<file path="src/rtl/bit_enum.sv">
// Sequential bit-position enumerator: accepts a W-bit word and emits the index of each set bit,
// LSB-first or MSB-first. Optional macro BIT_ENUM_COUNT_EN adds the per-word beat ordinal out_count.
module bit_enum #(
  parameter int ORDER = 3
) (
  input  logic             clock,
  input  logic             reset,
  input  logic             in_valid,
  output logic             in_ready,
  input  logic [2**ORDER-1:0] in,
  input  logic             msb,
  output logic             out_valid,
  input  logic             out_ready,
  output logic [ORDER-1:0] out,
  output logic             out_last,
  output logic             out_zero
`ifdef BIT_ENUM_COUNT_EN
  ,
  output logic [ORDER:0]   out_count
`endif
);

  localparam int W = 2**ORDER;

  typedef enum logic {IDLE, RUN} state_e;

  state_e           state_q, state_d;
  logic [W-1:0]     r_q, r_d;
  logic             d_q, d_d;
  logic             zero_q, zero_d;

  logic [ORDER-1:0] lo_idx, hi_idx, sel_idx;
  logic             single, run, fire, accept;

  // Two priority encoders over the remaining bits; direction picks one of them.
  // NOTE: every always_comb output gets a default first so no path leaves it unassigned (no latch).
  always_comb begin
    lo_idx = '0;
    for (int i = W-1; i >= 0; i--) begin
      if (r_q[i]) lo_idx = ORDER'(i);
    end
    hi_idx = '0;
    for (int i = 0; i < W; i++) begin
      if (r_q[i]) hi_idx = ORDER'(i);
    end
  end

  assign sel_idx   = d_q ? hi_idx : lo_idx;
  assign single    = (r_q != '0) && ((r_q & (r_q - W'(1))) == '0);
  assign run       = (state_q == RUN);

  assign out_valid = run;
  assign out       = (run && !zero_q) ? sel_idx : '0;
  assign out_last  = run && (zero_q || single);
  assign out_zero  = run && zero_q;

  assign fire      = run && out_ready;
  assign in_ready  = !run || (fire && out_last);
  assign accept    = in_valid && in_ready;

  always_comb begin
    state_d = state_q;
    r_d     = r_q;
    d_d     = d_q;
    zero_d  = zero_q;
    if (fire) begin
      r_d = r_q & ~(W'(1) << sel_idx);
      if (out_last) begin
        state_d = IDLE;
        zero_d  = 1'b0;
      end
    end
    // A new word accepted on the final beat overrides the return to IDLE: no bubble.
    if (accept) begin
      state_d = RUN;
      r_d     = in;
      d_d     = msb;
      zero_d  = (in == '0);
    end
  end

  // NOTE: state registers use non-blocking assignments so every flop samples pre-edge values.
  always_ff @(posedge clock or posedge reset) begin
    if (reset) begin
      state_q <= IDLE;
      r_q     <= '0;
      d_q     <= 1'b0;
      zero_q  <= 1'b0;
    end else begin
      state_q <= state_d;
      r_q     <= r_d;
      d_q     <= d_d;
      zero_q  <= zero_d;
    end
  end

`ifdef BIT_ENUM_COUNT_EN
  logic [ORDER:0] count_q, count_d;

  always_comb begin
    count_d = count_q;
    if (fire)   count_d = count_q + (ORDER+1)'(1);
    if (accept) count_d = '0;
  end

  always_ff @(posedge clock or posedge reset) begin
    if (reset) count_q <= '0;
    else       count_q <= count_d;
  end

  assign out_count = count_q;
`endif

endmodule
</file>
<file path="config.mk">
export PLATFORM = sky130hd
export DESIGN_NAME = bit_enum
export DESIGN_NICKNAME = d
export VERILOG_FILES = /design/src/rtl/bit_enum.sv
export SDC_FILE = /design/constraint.sdc
export NUM_CORES = 1
export LEC_CHECK = 0
export CAP_MARGIN = 20
export CORE_MARGIN = 2
export CORE_UTILIZATION = 49
export CTS_BUF_LIST = sky130_fd_sc_hd__clkbuf_4 sky130_fd_sc_hd__clkbuf_8
export DETAILED_ROUTE_END_ITERATION = 8
export PLACE_DENSITY = 0.88
export REMOVE_ABC_BUFFERS = 1
export SLEW_MARGIN = 30
export SYNTH_ARGS = -nofsm -noshare
export SYNTH_HDL_FRONTEND = slang
export SYNTH_SLANG_ARGS = --single-unit
</file>
<file path="constraint.sdc">
create_clock -name clock -period 1.99 [get_ports clock]
set_input_delay 0.2985 -clock clock [delete_from_list [all_inputs] [get_ports clock]]
set_output_delay 0.2985 -clock clock [all_outputs]
set_load 0.02 [all_outputs]
</file>
# Yosys cells after proc, flatten, opt, wreduce, memory -nomap -nowiden
# Index checks and enable logic that the tools add are counted.
# W data, S select, Z words.
dict set report classes {
  reduce_logical 17
  muxes 23
  shift 1
  n_bitwise 3
  addsub 1
}
# op n
set ops {}
lappend ops {{$mux W3} 16}
lappend ops {{$and A8 B8 Y8} 2}
lappend ops {{$logic_not A8 Y1} 2}
lappend ops {{$mux W8} 2}
lappend ops {{$not A8 Y8} 1}
lappend ops {{$reduce_bool A8 Y1} 1}
lappend ops {{$shl A1 B3 Y8 const A} 1}
lappend ops {{$sub A8 B1 Y8 const B} 1}
lappend ops {{$logic_and A1 B1 Y1} 7}
lappend ops {{$mux W1} 5}
lappend ops {{$reduce_bool A2 Y1} 2}
lappend ops {{$logic_not A1 Y1} 2}
lappend ops {{$logic_or A1 B1 Y1} 2}
lappend ops {{$reduce_and A2 Y1} 1}
dict set report word_totals {
  input_bits 13
  output_inout_bits 7
  register_bits 11
}

# Logic depth before layout (Yosys ltp)
# Gate-level depths: netlist of run 1.
dict set report depth {
  depth_word 14
  depth_mapped 6
  mapped_depth_nobuf 5
}

# Worst setup path after synthesis of run 1
# No wires, ideal clock.
dict set report synth_timing {
  kind {register to register}
  from {register r_q[0]}
  to {register d_q}
  arrival_ns 1.994
  setup_time_ns 0.125
  stages_incl_launch_ff 7
  n_path_buf 1
  setup_slack_ns -0.129
  path_cell_list {dfrtp_1 buf_6 nor4_4 mux2i_1 nand2_2 o311ai_4 mux2_4}
}
dict set report synth_between {
  elab_chain_cells 9
}
# element line
set synth_rtl {}
lappend synth_rtl {{from (decl)} 28} ;# logic [W-1:0] r_q, r_d;
lappend synth_rtl {{from (signal assigned)} 91} ;# r_q <= r_d;
lappend synth_rtl {{$sub A8 B1 Y8} 49} ;# assign single = (r_q != '0) && ((r_q & (r_q - W'(1))) == '0);
lappend synth_rtl {{$and A8 B8 Y8} 49}
lappend synth_rtl {{$logic_not A8 Y1} 49}
lappend synth_rtl {{$logic_and A1 B1 Y1 (*)} 49}
lappend synth_rtl {{$logic_or A1 B1 Y1 (*)} 54} ;# assign out_last = run && (zero_q || single);
lappend synth_rtl {{$logic_and A1 B1 Y1 (*)} 54}
lappend synth_rtl {{$logic_and A1 B1 Y1 (*)} 58} ;# assign in_ready = !run || (fire && out_last);
lappend synth_rtl {{$logic_or A1 B1 Y1 (*)} 58}
lappend synth_rtl {{$logic_and A1 B1 Y1 (*)} 59} ;# assign accept = in_valid && in_ready;
lappend synth_rtl {{to (signal assigned)} 87} ;# d_q <= 1'b0;
lappend synth_rtl {{to (signal assigned)} 92} ;# d_q <= d_d;
lappend synth_rtl {{to (decl)} 29} ;# logic d_q, d_d;
# Every way passes the cells marked *; elsewhere a longest branch is shown, timed or not.
# A chain may end at the register's enable or synchronous reset.

# Worst setup path after layout of run 1
dict set report layout_timing {
  from {register r_q[0]}
  to {output port in_ready}
}
dict set report layout_between {
  elab_chain_cells 8
}
# element line
set layout_rtl {}
lappend layout_rtl {{$sub A8 B1 Y8} 49}
lappend layout_rtl {{$and A8 B8 Y8} 49}
lappend layout_rtl {{$logic_not A8 Y1} 49}
lappend layout_rtl {{$logic_and A1 B1 Y1 (*)} 49}
lappend layout_rtl {{$logic_or A1 B1 Y1 (*)} 54}
lappend layout_rtl {{$logic_and A1 B1 Y1 (*)} 54}
lappend layout_rtl {{$logic_and A1 B1 Y1 (*)} 58}
lappend layout_rtl {{$logic_or A1 B1 Y1 (*)} 58}
lappend layout_rtl {{to (decl)} 9} ;# output logic in_ready,
# Marked as above.

==> out/metrics.csv, run 1 <==
metric,value,unit
fin crit period,2.253,ns
worst rel slew slack,68.59,%
DR vias,1396,
Clock Sinks,11,
IO buf count,19,
antenna violations before repair,0,
period utilization,113.2,%
Pwr per Cell Area,1009,mW/mm^2
failing checks,negative setup slack,
pin count of the biggest net entering global routing,23,
DRT antenna net count,0,
status,"finished, violations left",
CP endpoint kind,output pin,
R2R depth,6,
Area after DPL,0.001569,sq mm
initial core utilization,52.09,%
"Arr. time, crit path",1.95,ns
Synth Area per Inst,8.473,sq um
Max Slew Vio Count,0,
via/cell ratio,6.374,
die height,52.50,um
Worst Skew,0.007204,ns
CP startpoint,r_q[0],
Peak VDD IR,0.6722,mV
Worst Setup EP,in_ready,
RSZ-0062 raised after global routing,yes,
flop2flop setup slack,-0.17,ns
CTS buffer count,3,
final worst slack,-0.2631,ns
drt first pass iters,4,
GRT Util Overall,31.16,%
sequential area share after synthesis,23.89,%
Max H-tree Level,1,
WS Path Type,reg -> out,
Post-DP HPWL,2.710,mm
Hold WS,0.3305,ns
Fin. Hold Viols,0,
Congestion Overflow GR,0,
Synth-to-Final Area Change,49.84,%
yosys warns,0,
Max-cap violations,0,
Worst-path clk slew,0.08,ns
Unique masters post-synth,42,
clk_lat worst skew,0.28,ns
Initial DRC Count,69,
Die X,52.50,um
post-route cell area,0.001727,sq mm
worst min-delay path class,in -> async,
Die ar.,0.002756,sq mm
row cnt,17,
DRC violations left,0,
Fmax achieved,0.4438,GHz
WL final,4.116,mm
GPL Wtd Cong,0.9037,
Startpoint Class,register,
CTS root buffer,clkbuf_4,
share of layout cells above drive strength 1,40.31,%
Reg-to-Reg Start,r_q[0],
Routed wire per std cell,18.79,um
fin nets,205,
Worst Tran Pin Value,0.4706,ns
P_leak,0.7542,nW
first-pass GRT wire length,6.244,mm
final setup violation count,12,
"commonest cells after routing, fill and taps aside","buf_4, nand2_1, clkdlybuf4s50_1",
Worst EP required,1.69,ns
CTS Buffer Depth,2,
vias in the first global route,1377,
worst flop-to-flop path endpoint,d_q,
Core Footprint,0.002212,sq mm
"commonest non-fill, non-tap cell in the layout",buf_4,
Mapped Cells,136,
Setup TNS Final,-1.640,ns
ANT cells,0,
CTS tree,yes,
I/O pins,20,
Yosys reg bits,11,
Synth Cell Area,0.001152,sq mm
CP Max Fanout,4,
-- layer usage --
layer  track usage [%]  vias up  routed length, um
li1                  -      629                  -
met1             36.23      668               1606
met2             55.21       79               2089
met3             4.286       20                252
met4             15.38        0                169
met5                 0        -                  0
-- sequential cells by signal (all words and copies together) (netlist names) --
| signal | count |
|---|---|
| d_q | 1 |
| out_valid | 1 |
| r_q | 8 |
| zero_q | 1 |
-- cells in the mapped netlist --
library cell / number / area share, %
a311o_1: 2 / 1.7
o31a_1: 1 / 0.76
o22ai_1: 8 / 4.3
a21boi_0: 1 / 0.65
a21boi_1: 3 / 2.0
o21bai_1: 1 / 0.65
buf_6: 3 / 2.9
buf_2: 3 / 1.3
nor4b_1: 1 / 0.76
nand4_1: 1 / 0.54
clkbuf_1: 4 / 1.3
nand3_1: 1 / 0.43
o21a_1: 4 / 2.6
a41o_1: 2 / 1.7
nor4_4: 2 / 3.7
mux2_4: 1 / 1.3
o311ai_4: 1 / 2.3
nand2_1: 14 / 4.6
nand2b_1: 1 / 0.54
a41oi_1: 1 / 0.76
and3_1: 1 / 0.54
o21ai_1: 3 / 1.3
mux2i_1: 10 / 8.7
o221ai_1: 1 / 0.76
nand2_2: 2 / 1.1
and4b_2: 1 / 0.98
nor3_1: 2 / 0.87
inv_1: 4 / 1.3
o211ai_2: 1 / 1.1
o211ai_1: 1 / 0.65
nor2b_1: 7 / 3.8
dfrtp_1: 11 / 24
a32oi_1: 1 / 0.76
and2_1: 3 / 1.6
a211o_1: 1 / 0.76
nor4_1: 3 / 1.6
nor2_1: 8 / 2.6
a221o_1: 6 / 5.2
a211oi_1: 2 / 1.3
a21oi_1: 6 / 2.6
buf_4: 3 / 2.0
o21ai_0: 4 / 1.7
-- layout make-up --
class                      instances  area, sq um
multi-input combinational        108        832.0
sequential                        11        280.3
timing repair buffer              64        534.3
tap                               28        35.03
clock buffer                       4        30.03
inverter                           4        15.01
fill                             150        485.5
-- how the worst min path moves through the flow --
| stage | startpoint | end | slack, ns | cells past startpoint |
|---|---|---|---|---|
| final | reset | r_q[5] | 0.33 | 2 |
| after global routing | reset | r_q[3] | 0.38 | 2 |
| after CTS | reset | r_q[4] | 0.35 | 2 |
| after detailed placement | reset | zero_q | 0.64 | 2 |
| after global placement | reset | out_valid | 0.63 | 2 |
| after floorplan | reset | d_q | 0.15 | 1 |
-- power by group --
group	internal [mW]	total, mW	switching, mW
sequential	0.279	0.353	0.0739
clock	0.0914	0.180	0.0885
combinational	0.617	1.21	0.592
total	0.987	1.74	0.754
-- critical path: stages, from the launching register on --
cell     delay (ns)
dfrtp_1        0.42
nor4_4         0.39
mux2i_2        0.30
nand2_2        0.13
o31a_1         0.30
buf_6          0.14
-- cell families after synthesis --
logic type / share of synthesized area (%)
AO/OA/AOI/OAI: 33.66
buffers and inverters: 8.793
multiplexers: 9.989
AND/OR/NAND/NOR: 23.67
flip-flops: 23.89
-- metrics by stage --
step	setup WS, ns	cells	util [%]	total power, mW
after floorplan	-0.1284	123	-	0.9022
after global placement	-0.2833	207	70.93	1.349
after detailed placement	-0.3469	207	70.93	1.385
after CTS	-0.2471	215	73.59	1.549
after global routing	-0.3312	219	78.05	1.833
final	-0.2631	219	78.05	1.741
-- what timing repair did --
action                                  CTS  global route
buffers inserted                          4             5
pin swaps                                 8             9
gates resized for setup                  30            20
gates cloned                              0             0
hold buffers                              0             0
endpoints found under the setup margin   14            15
No activity file was read; power rests on OpenSTA's default activity.
==> run 2: changes to the inputs <==
--- a/config.mk
+++ b/config.mk
@@ -12,6 +12,7 @@
 export DETAILED_ROUTE_END_ITERATION = 8
 export PLACE_DENSITY = 0.88
 export REMOVE_ABC_BUFFERS = 1
+export SKIP_LAST_GASP = 1
 export SLEW_MARGIN = 30
 export SYNTH_ARGS = -nofsm -noshare
 export SYNTH_HDL_FRONTEND = slang
==> run 2 against run 1 <==
Effect of this change:
- the flow still finishes with violations (negative setup slack)
- combinational power barely moved
- worst hold slack improved by 0.0065 ns
- critical path depth did not move
- critical path type unchanged
- design area fell by 0.58%
- largest cell class unchanged
- non-clock buffer count did not move
- global-route usage fell by 0.12 points
- largest power group unchanged
- first-iteration DRC count fell by 17%
- clock power barely moved
- final cell count did not move
==> out/metrics.csv, run 2 (synthesis results as in run 1) <==
metric,value,unit,change
drt first pass iters,4,,unchanged
Worst Skew,0.004991,ns,-0.002213 ns
DR vias,1381,,-1.1%
final core occ,77.60,%,-0.45 points
fin nets,205,,unchanged
period utilization,113.6,%,+0.34 points
Worst EP required,1.69,ns,about the same
row cnt,17,,unchanged
Area after DPL,0.001569,sq mm,unchanged
Reg-to-Reg Start,r_q[0],,
CP Max Fanout,4,,unchanged
Place WS,-0.3469,ns,unchanged
Max H-tree Level,1,,unchanged
first-pass GRT wire length,6.223,mm,-0.34%
CTS root buffer,clkbuf_4,,
initial core utilization,52.09,%,unchanged
Core Footprint,0.002212,sq mm,unchanged
routing usage on met1,36.23,%,unchanged
pin count of the biggest net entering global routing,23,,unchanged
worst rel slew slack,68.16,%,-0.43 points
Worst Tran Pin Value,0.4771,ns,+0.006483 ns
Worst Setup EP,in_ready,,
R2R depth,6,,unchanged
CTS tree,yes,,
GR peak layer,met2,,
CP endpoint kind,output pin,,
failing checks,negative setup slack,,
Max Slew Vio Count,0,,unchanged
GPL Wtd Cong,0.9037,,unchanged
met3 usage,4.000,%,-0.29 points
hold_buf cts,0,,unchanged
post-route cell area,0.001717,sq mm,-0.58%
CTS Buffer Depth,2,,unchanged
Startpoint Class,register,,
antenna violations before repair,0,,unchanged
CTS buffer count,3,,unchanged
DRC violations left,0,,unchanged
"Arr. time, crit path",1.96,ns,about the same
WS Path Type,reg -> out,,
Hold WS,0.3370,ns,+0.006491 ns
P_leak,0.7518,nW,-0.32%
Clock Sinks,11,,unchanged
I/O pins,20,,unchanged
share of layout cells above drive strength 1,38.74,%,-1.6 points
fin crit period,2.260,ns,+0.006795 ns
met2 usage in global routing,55.63,%,+0.42 points
Top reg by flops,r_q,,
final worst slack,-0.2698,ns,-0.006795 ns
"commonest cells after routing, fill and taps aside","buf_4, nand2_1, clkdlybuf4s50_1",,
Die X,52.50,um,unchanged
Fmax achieved,0.4425,GHz,-0.30%
RSZ-0062 raised after global routing,yes,,
max reg flops,8,,unchanged
via/cell ratio,6.306,,-1.1%
worst flop-to-flop path endpoint,d_q,,
Fin. Hold Viols,0,,unchanged
"commonest non-fill, non-tap cell in the layout",buf_4,,
status,"finished, violations left",,
ANT cells,0,,unchanged
WL final,3.991,mm,-3.0%
flop2flop setup slack,-0.14,ns,+0.03 ns
Setup TNS Final,-1.501,ns,+0.1384 ns
DRT antenna net count,0,,unchanged
CP startpoint,r_q[0],,
Routed wire per std cell,18.22,um,-3.0%
worst min-delay path class,in -> async,,
Die ar.,0.002756,sq mm,unchanged
Synth-to-Final Area Change,48.97,%,
vias in the first global route,1372,,-0.36%
final setup violation count,12,,unchanged
Pwr per Cell Area,999.2,mW/mm^2,-0.92%
IO buf count,19,,unchanged
Initial DRC Count,57,,-17%
dpl cells,207,,unchanged
GRT Util Overall,31.04,%,-0.12 points
Non-Filler Instances,219,,unchanged
Worst-path clk slew,0.08,ns,about the same
die height,52.50,um,unchanged
Post-DP HPWL,2.710,mm,unchanged
Peak VDD IR,0.6535,mV,-2.8%
Max-cap violations,0,,unchanged
clk_lat worst skew,0.28,ns,about the same
Congestion Overflow GR,0,,unchanged
total power,1.715,mW,-1.5%
[run 2: changes by cell type in the layout (fill, tap and decap cells not counted)]
cell	change
nor2_1	+1
nor2_2	-1
o21ai_0	+1
o21ai_1	+1
o21ai_2	-2
[run 2: report_power, final]
| part | internal, mW | switching, mW |
|---|---|---|
| combinational | 0.610 | 0.573 |
| sequential | 0.279 | 0.0725 |
| clock | 0.0914 | 0.0888 |
| total | 0.981 | 0.735 |
[run 2: worst min path at each step]
stage / startpoint / endpoint / cells past startpoint
floorplan: reset / d_q / 1
global placement: reset / out_valid / 2
detailed placement: reset / zero_q / 2
CTS: reset / r_q[4] / 2
global route: reset / r_q[3] / 2
finish: reset / r_q[5] / 2
[run 2: critical path, cell delays in order (launching register included)]
cell	delay (ns)
dfrtp_1	0.42
nor4_4	0.39
mux2i_2	0.30
nand2_2	0.13
o31a_1	0.30
buf_6	0.14
[run 2: final cells by class]
| type | count | area, sq um |
|---|---|---|
| clock buffers | 4 | 30.03 |
| fillers | 153 | 495.5 |
| inverters | 4 | 15.01 |
| multi-input cells | 108 | 822.0 |
| flip-flops and latches | 11 | 280.3 |
| well taps | 28 | 35.03 |
| repair buffers | 64 | 534.3 |
[run 2: metal layers]
layer	part of all wire [%]	vias up
met5	0	-
met2	52	70
met1	39	666
li1	-	627
met4	3.8	0
met3	6.1	18
[run 2: what timing repair did]
item	CTS	global route
gates resized for setup	29	17
setup buffers	4	5
pin swaps	8	8
setup endpoints to repair	14	15
==> run 3: changes to the inputs <==
--- a/config.mk
+++ b/config.mk
@@ -7,13 +7,13 @@
 export LEC_CHECK = 0
 export CAP_MARGIN = 20
 export CORE_MARGIN = 2
-export CORE_UTILIZATION = 49
+export CORE_UTILIZATION = 54
 export CTS_BUF_LIST = sky130_fd_sc_hd__clkbuf_4 sky130_fd_sc_hd__clkbuf_8
 export DETAILED_ROUTE_END_ITERATION = 8
-export PLACE_DENSITY = 0.88
-export REMOVE_ABC_BUFFERS = 1
+export PLACE_DENSITY = 0.91
 export SKIP_LAST_GASP = 1
 export SLEW_MARGIN = 30
 export SYNTH_ARGS = -nofsm -noshare
 export SYNTH_HDL_FRONTEND = slang
 export SYNTH_SLANG_ARGS = --single-unit
+export TNS_END_PERCENT = 30
==> constraint.sdc (replaced) <==
create_clock -name clock -period 2.36 [get_ports clock]
set_input_delay 0.354 -clock clock [delete_from_list [all_inputs] [get_ports clock]]
set_output_delay 0.354 -clock clock [all_outputs]
set_load 0.02 [all_outputs]
==> run 3 against run 2 <==
Effect of this change:
- the flow still finishes with violations (negative setup slack)
- critical path type unchanged
- setup slack gained 0.19 ns
- critical endpoint is now out_last
- utilization fell by 3.3 points
- flip-flop and latch count is the same
- final cell count shrank 12%
- worst hold slack gained 0.043 ns
- clock power is 18% lower
- design area is 14% lower
- die area decreased by 8.6%
- global-route usage decreased by 3.1 points
==> out/metrics.csv, run 3 (synthesis results as in run 1) <==
metric,value,unit,change
initial core utilization,58.14,%,+6.1 points
Fmax achieved,0.4099,GHz,
dpl cells,188,,-9.2%
fin nets,179,,-13%
Fin. Hold Viols,0,,unchanged
Initial DRC Count,51,,-11%
Clock Sinks,11,,unchanged
Crit-path slowest cell,dfrtp_1,,
Post-CTS Setup Bufs,0,,-4
final setup violation count,3,,-9
syn nets,149,,
CP endpoint kind,output pin,,
Place WS,-0.06877,ns,+0.2781 ns
Max-cap violations,0,,unchanged
CTS buffer count,3,,unchanged
Hold WS,0.3795,ns,+0.04255 ns
Die X,50.20,um,-4.4%
antenna violations before repair,0,,unchanged
RSZ-0062 raised after global routing,yes,,
worst min-delay path class,in -> async,,
Startpoint Class,register,,
GRT Util Overall,27.94,%,-3.1 points
Non-Filler Instances,192,,-12%
IO buf count,19,,unchanged
CTS root buffer,clkbuf_4,,
Congestion Overflow GR,0,,unchanged
first-pass GRT wire length,5.340,mm,-14%
final core occ,74.31,%,-3.3 points
WS Path Type,reg -> out,,
pin count of the biggest net entering global routing,18,,-22%
I/O pins,20,,unchanged
DRC violations left,0,,unchanged
Pwr per Cell Area,872.7,mW/mm^2,-13%
R2R depth,5,,-1
DR vias,1236,,-10%
Routed wire per std cell,17.59,um,-3.5%
Synth-to-Final Area Change,27.80,%,
highest cell delay on the worst timing path,0.42,ns,about the same
worst rel slew slack,68.52,%,+0.36 points
die height,50.20,um,-4.4%
Peak VDD IR,0.5690,mV,-13%
via/cell ratio,6.438,,+2.1%
share of layout cells above drive strength 1,20.61,%,-18 points
GPL Wtd Cong,0.8979,,-0.64%
Core Footprint,0.001982,sq mm,-10%
clk_lat worst skew,0.28,ns,about the same
hold_buf cts,0,,unchanged
"Arr. time, crit path",2.09,ns,+0.13 ns
Max H-tree Level,1,,unchanged
ANT cells,0,,unchanged
failing checks,negative setup slack,,
P_leak,0.6328,nW,-16%
vias in the first global route,1162,,-15%
period utilization,103.4,%,
CTS Buffer Depth,2,,unchanged
Worst Skew,0.001927,ns,-0.003064 ns
CP Max Fanout,4,,unchanged
Worst-path clk slew,0.07,ns,about the same
total power,1.285,mW,-25%
worst flop-to-flop path endpoint,d_q,,
max reg flops,8,,unchanged
fin crit period,2.439,ns,
Post-DP HPWL,2.537,mm,-6.4%
CTS tree,yes,,
WL final,3.377,mm,-15%
Die ar.,0.002520,sq mm,-8.6%
"commonest cells after routing, fill and taps aside","buf_4, clkdlybuf4s50_1, nand2_1",,
"commonest non-fill, non-tap cell in the layout",buf_4,,
Top reg by flops,r_q,,
row cnt,16,,-1
final worst slack,-0.07949,ns,+0.1904 ns
flop2flop setup slack,0.14,ns,+0.28 ns
Reg-to-Reg Start,r_q[0],,
CP cell instances,nor4_4 -> mux2i_1 -> nand2_2 -> o21bai_4 -> a21boi_1 -> dlygate4sd2_1,,
DRT antenna net count,0,,unchanged
Max Slew Vio Count,0,,unchanged
drt first pass iters,4,,unchanged
Worst Tran Pin Value,0.4711,ns,-0.005941 ns
status,"finished, violations left",,
Worst EP required,2.01,ns,+0.32 ns
run 3: changes by cell type in the layout (fill, tap and decap cells not counted), sizes merged:
| cell | previous run | this run |
|---|---|---|
| dlymetal6s2s | 0 | 1 |
| clkbuf | 4 | 5 |
| dlygate4sd2 | 0 | 2 |
| clkdlybuf4s50 | 14 | 15 |
| buf | 50 | 19 |
run 3: report_power, final:
group | internal, mW | leakage (nW) | switching, mW
clock network | 0.0772 | 0.0184 | 0.0696
logic | 0.408 | 0.489 | 0.437
registers | 0.232 | 0.126 | 0.0613
run 3: routing by layer:
metal | GRT usage, % | up-vias | share of wire (%) | wire, um
met2 | 48.46 | 67 | 50 | 1672
li1 | - | 578 | - | -
met4 | 11.11 | 0 | 1.7 | 56
met3 | 4.464 | 7 | 8.1 | 274
met1 | 34.21 | 584 | 41 | 1373
met5 | 0 | - | 0 | 0
run 3: cell type report:
| class | count | area [sq um] |
|---|---|---|
| well taps | 27 | 33.78 |
| clock buffers | 4 | 30.03 |
| fillers | 151 | 509.2 |
| inverters | 4 | 15.01 |
| repair buffers | 38 | 327.8 |
| multi-input cells | 108 | 790.8 |
| flip-flops and latches | 11 | 275.3 |
run 3: worst max path at each step:
stage,from,endpoint,slack (ns)
6_report,r_q[0],out_last,-0.08
3_5_place_dp,r_q[0],in_ready,-0.07
2_1_floorplan,r_q[0],d_q,0.24
4_1_cts,r_q[3],in_ready,-0.18
5_1_grt,r_q[0],out_last,-0.20
3_3_place_gp,r_q[0],in_ready,-0.02
run 3: through the flow:
step                      instance area, sq um   TNS, ns
after floorplan                           1152         0
after global placement                    1433  -0.01663
after detailed placement                  1433  -0.08930
after CTS                                 1463   -0.4890
after global routing                      1473   -0.5546
final                                     1473   -0.1631
run 3: critical path: cells and delay by family (launching register included):
kind	cells	cell delay, ns
AND/OR/NAND/NOR	2	0.52
flip-flops	1	0.42
multiplexers	1	0.31
buffers and inverters	1	0.31
AO/OA/AOI/OAI	2	0.24
run 3: timing repair:
action | CTS | global route
setup endpoints to repair | 5 | 5
gates resized for setup | 4 | 4
pin swaps | 1 | 1
